`src/rtl/addr_bus_arbiter.sv`:
```
// Address-bus master: arbitrates NUM_SRC requesters, latches the winner's address,
// holds it for SETTLE_CYCLES, then strobes addr_valid/ack. Define ADDR_BUS_RR_EN for round-robin.
module addr_bus_arbiter #(
  parameter int ADDR_BUS_WIDTH = 16,
  parameter int NUM_SRC        = 5,
  parameter int SETTLE_CYCLES  = 3
) (
  input  logic                              clk,
  input  logic                              reset,
  input  logic [NUM_SRC-1:0]                req_i,
  input  logic [NUM_SRC*ADDR_BUS_WIDTH-1:0] src_addr_i,
  output logic [NUM_SRC-1:0]                grant_o,
  output logic [NUM_SRC-1:0]                ack_o,
  output logic [ADDR_BUS_WIDTH-1:0]         address_o,
  output logic                              addr_valid_o,
  output logic                              busy_o
);

  localparam int IDX_W = (NUM_SRC > 1) ? $clog2(NUM_SRC) : 1;
  localparam int CNT_W = (SETTLE_CYCLES > 1) ? $clog2(SETTLE_CYCLES) : 1;

  typedef enum logic [1:0] {IDLE, SETTLE, VALID, RELEASE} state_t;

  state_t                    state_q, state_d;
  logic [CNT_W-1:0]          cnt_q, cnt_d;
  logic [IDX_W-1:0]          owner_q, owner_d;
  logic [NUM_SRC-1:0]        grant_q, grant_d;
  logic [ADDR_BUS_WIDTH-1:0] address_q, address_d;

  logic [ADDR_BUS_WIDTH-1:0] srcAddr [NUM_SRC];

  for (genvar g = 0; g < NUM_SRC; g++) begin : gUnpack
    assign srcAddr[g] = src_addr_i[g*ADDR_BUS_WIDTH +: ADDR_BUS_WIDTH];
  end

  logic [IDX_W-1:0] searchBase;

`ifdef ADDR_BUS_RR_EN
  logic [IDX_W-1:0] lastWinner_q;

  // Search begins just past the last source that completed a transfer.
  assign searchBase = (lastWinner_q == IDX_W'(NUM_SRC-1)) ? '0 : lastWinner_q + IDX_W'(1);

  always_ff @(posedge clk) begin
    if (reset) begin
      lastWinner_q <= '0;
    end else if (state_q == VALID) begin
      lastWinner_q <= owner_q;
    end
  end
`else
  assign searchBase = '0;
`endif

  logic             winFound;
  logic [IDX_W-1:0] winIdx;
  logic [IDX_W-1:0] cand;

  always_comb begin
    winFound = 1'b0;
    winIdx   = '0;
    cand     = searchBase;
    for (int k = 0; k < NUM_SRC; k++) begin
      if (!winFound && req_i[cand]) begin
        winFound = 1'b1;
        winIdx   = cand;
      end
      cand = (cand == IDX_W'(NUM_SRC-1)) ? '0 : cand + IDX_W'(1);
    end
  end

  always_ff @(posedge clk) begin
    if (reset) begin
      state_q   <= IDLE;
      cnt_q     <= '0;
      owner_q   <= '0;
      grant_q   <= '0;
      address_q <= '0;
    end else begin
      state_q   <= state_d;
      cnt_q     <= cnt_d;
      owner_q   <= owner_d;
      grant_q   <= grant_d;
      address_q <= address_d;
    end
  end

  // RELEASE doubles as an arbitration slot, so a request still held after it
  // starts a new transfer on the edge leaving RELEASE (E+SETTLE_CYCLES+2).
  always_comb begin
    state_d   = state_q;
    cnt_d     = cnt_q;
    owner_d   = owner_q;
    grant_d   = grant_q;
    address_d = address_q;
    unique case (state_q)
      IDLE, RELEASE: begin
        state_d   = IDLE;
        grant_d   = '0;
        address_d = '0;
        if (winFound) begin
          state_d   = SETTLE;
          owner_d   = winIdx;
          grant_d   = NUM_SRC'(1) << winIdx;
          address_d = srcAddr[winIdx];
          cnt_d     = CNT_W'(SETTLE_CYCLES - 1);
        end
      end
      SETTLE: begin
        if (!req_i[owner_q]) begin
          state_d   = RELEASE;
          grant_d   = '0;
          address_d = '0;
        end else if (cnt_q == '0) begin
          state_d = VALID;
        end else begin
          cnt_d = cnt_q - CNT_W'(1);
        end
      end
      VALID: begin
        state_d   = RELEASE;
        grant_d   = '0;
        address_d = '0;
      end
      default: begin
        state_d   = IDLE;
        grant_d   = '0;
        address_d = '0;
      end
    endcase
  end

  // Reset masks the strobes directly so a VALID cycle cut short by reset never acks.
  assign addr_valid_o = (state_q == VALID) && !reset;
  assign ack_o        = addr_valid_o ? grant_q : '0;
  assign grant_o      = grant_q;
  assign address_o    = address_q;
  assign busy_o       = (state_q != IDLE);

endmodule

```
`config.mk`:
```
export PLATFORM = sky130hd
export DESIGN_NAME = addr_bus_arbiter
export DESIGN_NICKNAME = d
export VERILOG_FILES = /design/src/rtl/addr_bus_arbiter.sv
export SDC_FILE = /design/constraint.sdc
export NUM_CORES = 1
export LEC_CHECK = 0
export CAP_MARGIN = 5
export CORE_MARGIN = 5
export CORE_UTILIZATION = 30
export CTS_CLUSTER_SIZE = 8
export DETAILED_ROUTE_END_ITERATION = 12
export GPL_ROUTABILITY_DRIVEN = 0
export HOLD_SLACK_MARGIN = 0.03
export PLACE_DENSITY_LB_ADDON = 0.15
export SLEW_MARGIN = 20
export SYNTH_ARGS = -nofsm -noshare
export SYNTH_HDL_FRONTEND = slang
export SYNTH_SLANG_ARGS = --single-unit
```
`constraint.sdc`:
```
create_clock -name clk -period 6.03 [get_ports clk]
set_clock_uncertainty 0.2 [all_clocks]
set_input_delay 0.603 -clock clk [delete_from_list [all_inputs] [get_ports clk]]
set_output_delay 0.603 -clock clk [all_outputs]
set_load 0.05 [all_outputs]
```
==> metrics.csv <==
stage;metric;value;unit
outcome;run status;finished clean;
timing;Min Hold Slack;0.2681;ns
power;Pwr Total;0.9530;mW
cts;CTS tree;done;
cts;CTS sink cnt;28;
detailed_routing;DR WL/cell;16.70;um
power;Gate power share;60.9;%
cells_and_area;FILL cells;697;
detailed_routing;post-route ant nets;0;
synth;Seq/Total Area, Yosys;26.62;%
synth;Post-Synth Simple-Gate Area;26.74;%
synth;EDFF count, synth;0;
cts;post-CTS setup buffer count;0;
synth;largest family of logic cells by synthesized area;compound AO/OA/AOI/OAI gates;
detailed_routing;vias;2218;
cells_and_area;total inserted antenna cells;0;
setup_path;critical path type;primary input to output port;
synth;synthesized area;2106;sq um
die;IO Count;115;
detailed_routing;Final Routed Wirelength;7566;um
setup_path;r2r setup slk;3.61;ns
cells_and_area;commonest non-fill, non-tap cell in the layout;clkdlybuf4s50_1;
global_routing;initial antenna violation count;0;
detailed_routing;DRC Markers;0;
placement;dpl cells;450;
synth;multiplexer share of the synthesized area;1.426;%
timing;Final min period;3.555;ns
timing;Final Hold Vio Count;0;
synth;FFs w/ async S/R, synth;0;%
power;pwr/cell area;289.3;nW/um^2
setup_path;Top delay family on crit path;buffers and inverters;
die;site row count;30;
die;starting density of the core;30.82;%
setup_path;CP startpoint kind;primary input;
hold_path;Hold EP;address_o[3]$_SDFFE_PP0P_;
die;Die ar.;8795;sq um
cts;TritonCTS Buffers;3;
power;clock network fraction of total power;10.5;%
detailed_routing;Vias per Instance;4.896;
synth;top cell type's share of synthesized area;26.62;%
setup_path;worst path bufs/invs;2;
hold_path;WHS Path Cells;1;
global_routing;vias in the first global route;2230;
timing;actual slew at the worst max-slew pin;0.8983;ns
cells_and_area;layout cells sized above 1;5.602;%
placement;Placement Setup Slack;2.423;ns
power;switch share;46.87;%
setup_path;CP max stage delay;0.80;ns
setup_path;crit-path max FO;14;
timing;Highest Clock Rate;0.2813;GHz
cells_and_area;Area Overhead vs Synth;56.45;%
cts;CTS root buf;clkbuf_8;
detailed_routing;drt initial violations;140;
cts;H-tree lvl count;1;
detailed_routing;router iterations before antenna repair;4;
setup_path;r2r startpoint;state_q[1]$_SDFFE_PP0P_;
global_routing;largest net degree at the start of global routing;41;
global_routing;gr ovfl total;0;
power;Worst VDD drop;0.0001922;V
setup_path;Worst path slowest cell;clkdlybuf4s50_1;
cells_and_area;post-layout util;48.22;%
cells_and_area;Layout Cells excl Fill;453;
cts;worst-skew pair later-pin latency;0.28;ns
timing;post-route setup slack;2.475;ns
setup_path;most used cell, CP;clkdlybuf4s50_1;
global_routing;total track usage;17.02;%
synth;Syn Nets;352;
setup_path;worst-path cell chain;clkdlybuf4s50_1 -> nor2b_1 -> and2_1 -> clkdlybuf4s50_1;
synth;Primary FF master, synth;dfxtp_1;
setup_path;Crit. End Element;output port;
timing;Worst slew margin;39.92;%
hold_path;HP Start;address_o[3]$_SDFFE_PP0P_;
synth;register bit total from synthesis;28;
cells_and_area;final instance area;3294;sq um
synth;Post-Syn Instances;261;
placement;Post-DP Area;3253;sq um
cells_and_area;Final Net Count;450;
cts;clock transition at the registers of the reported paths;0.08;ns
synth;top cells by area, synth;dfxtp_1 27%, nand2_1 7.0%, a221oi_1 6.7%, o31a_1 6.7%, o2bb2ai_2 6.4%;
placement;Port Buffers;114;
setup_path;Worst EP arrival;2.75;ns
synth;Post-Syn Area per Cell;8.068;sq um
power;LEAKAGE;1.164;nW
synth;Syn. warnings;0;
hold_path;hold crit path type;register to register;
synth;Synth Area in Compound Gates;34.94;%
synth;Post-Synth Adder-Cell Area;2.377;%
setup_path;reg2reg end;address_o[15]$_SDFFE_PP0P_;
job;Max Cap Viol;0;
synth;unique cell type count in the Yosys netlist;43;
setup_path;data required time of the worst path;5.23;ns
timing;Final Slew Violations;0;
cts;Hold Buf Count CTS;0;
timing;TNS Setup;0;ns
die;Placeable Area;6832;sq um
power;P_sw;0.4467;mW
power;Flop pwr share;28.5;%
setup_path;cells on worst reg2reg path;6;
cts;clk buf depth;2;
die;Die Wd;93.78;um
timing;count of final setup violators;0;
synth;xor and xnor area share after synthesis;0;%
die;Die Y;93.78;um
cells_and_area;most frequent cells in the layout;114 x clkdlybuf4s50_1, 39 x nand2_1, 28 x dfxtp_1;
power;internal power;0.5063;mW
placement;dpl hpwl;5818;um
cts;post_cts resized;0;
timing;RSZ-0062 raised after global routing;no;
synth;leading area contributor after synthesis;dfxtp_1;
global_routing;global-route wire length before repair;11860;um
timing;period utilisation layout;58.95;%
[worst register-to-register path: cells and delay by family, from the launching register on]
family	cells	cell delay [ns]
adder cells (fa/ha/maj)	1	0.30
AO/OA/AOI/OAI	2	0.45
AND/OR/NAND/NOR	2	0.98
buffers and inverters	1	0.09
flip-flops	1	0.32
[worst max path at each step]
stage,start,to,cells past startpoint
finish,reset,ack_o[3],4
global route,reset,ack_o[4],4
CTS,reset,ack_o[3],4
detailed placement,req_i[0],address_o[14]$_SDFFE_PP0P_,6
global placement,req_i[0],address_o[14]$_SDFFE_PP0P_,6
floorplan,reset,ack_o[0],2
[power by group through the flow]
stage	Combinational, mW	Clock, mW	Sequential [mW]
final	0.581	0.100	0.272
after global routing	0.623	0.111	0.280
after CTS	0.582	0.104	0.272
after detailed placement	0.579	0	0.275
after global placement	0.577	0	0.278
after floorplan	0.288	0	0.392
[logic make-up after synthesis]
| group | Yosys count |
|---|---|
| simple gates | 105 |
| compound gates | 88 |
| flops | 28 |
| mux | 3 |
| buf+inv | 33 |
| fa+ha+maj | 4 |
[cell usage after synthesis (2+ instances only)]
cell type  number
a21o_1          2
a21oi_1        26
a221oi_1       16
and2_1          6
buf_2           3
buf_4           2
buf_6           2
clkbuf_1       15
dfxtp_1        28
ha_1            4
inv_1           9
mux2i_1         3
nand2_1        39
nand3_1         4
nand3b_1        2
nor2_1          6
nor2b_1        18
nor3_1          4
nor3b_1        16
nor4_1          2
o21ai_0         3
o2bb2ai_1       6
o2bb2ai_2       9
o31a_1         16
or3_1           2
[per-layer routing]
metal  share of wire (%)  routed length, um  global-route usage, %  up-vias
li1                    -                  -                      -     1151
met5                   0                  0                      0        -
met4                 1.4                106                  4.813        0
met2                  42               3210                  25.78       70
met1                  51               3824                  24.90      990
met3                 5.6                426                  2.324        7
[area by class of cell]
cell class	count	area [sq um]	share of cell area [%]
multi-input cells	200	1379	41.85
repair buffers	116	1156	35.09
flip-flops and latches	28	560.5	17.01
well taps	96	120.1	3.646
clock buffers	3	41.29	1.253
inverters	10	37.54	1.139
[registers in the layout (all words and copies together) (netlist names)]
signal / count
address_o: 16
cnt_q: 2
grant_o: 5
owner_q: 3
state_q: 2
Power figures use the tool's default switching activity.
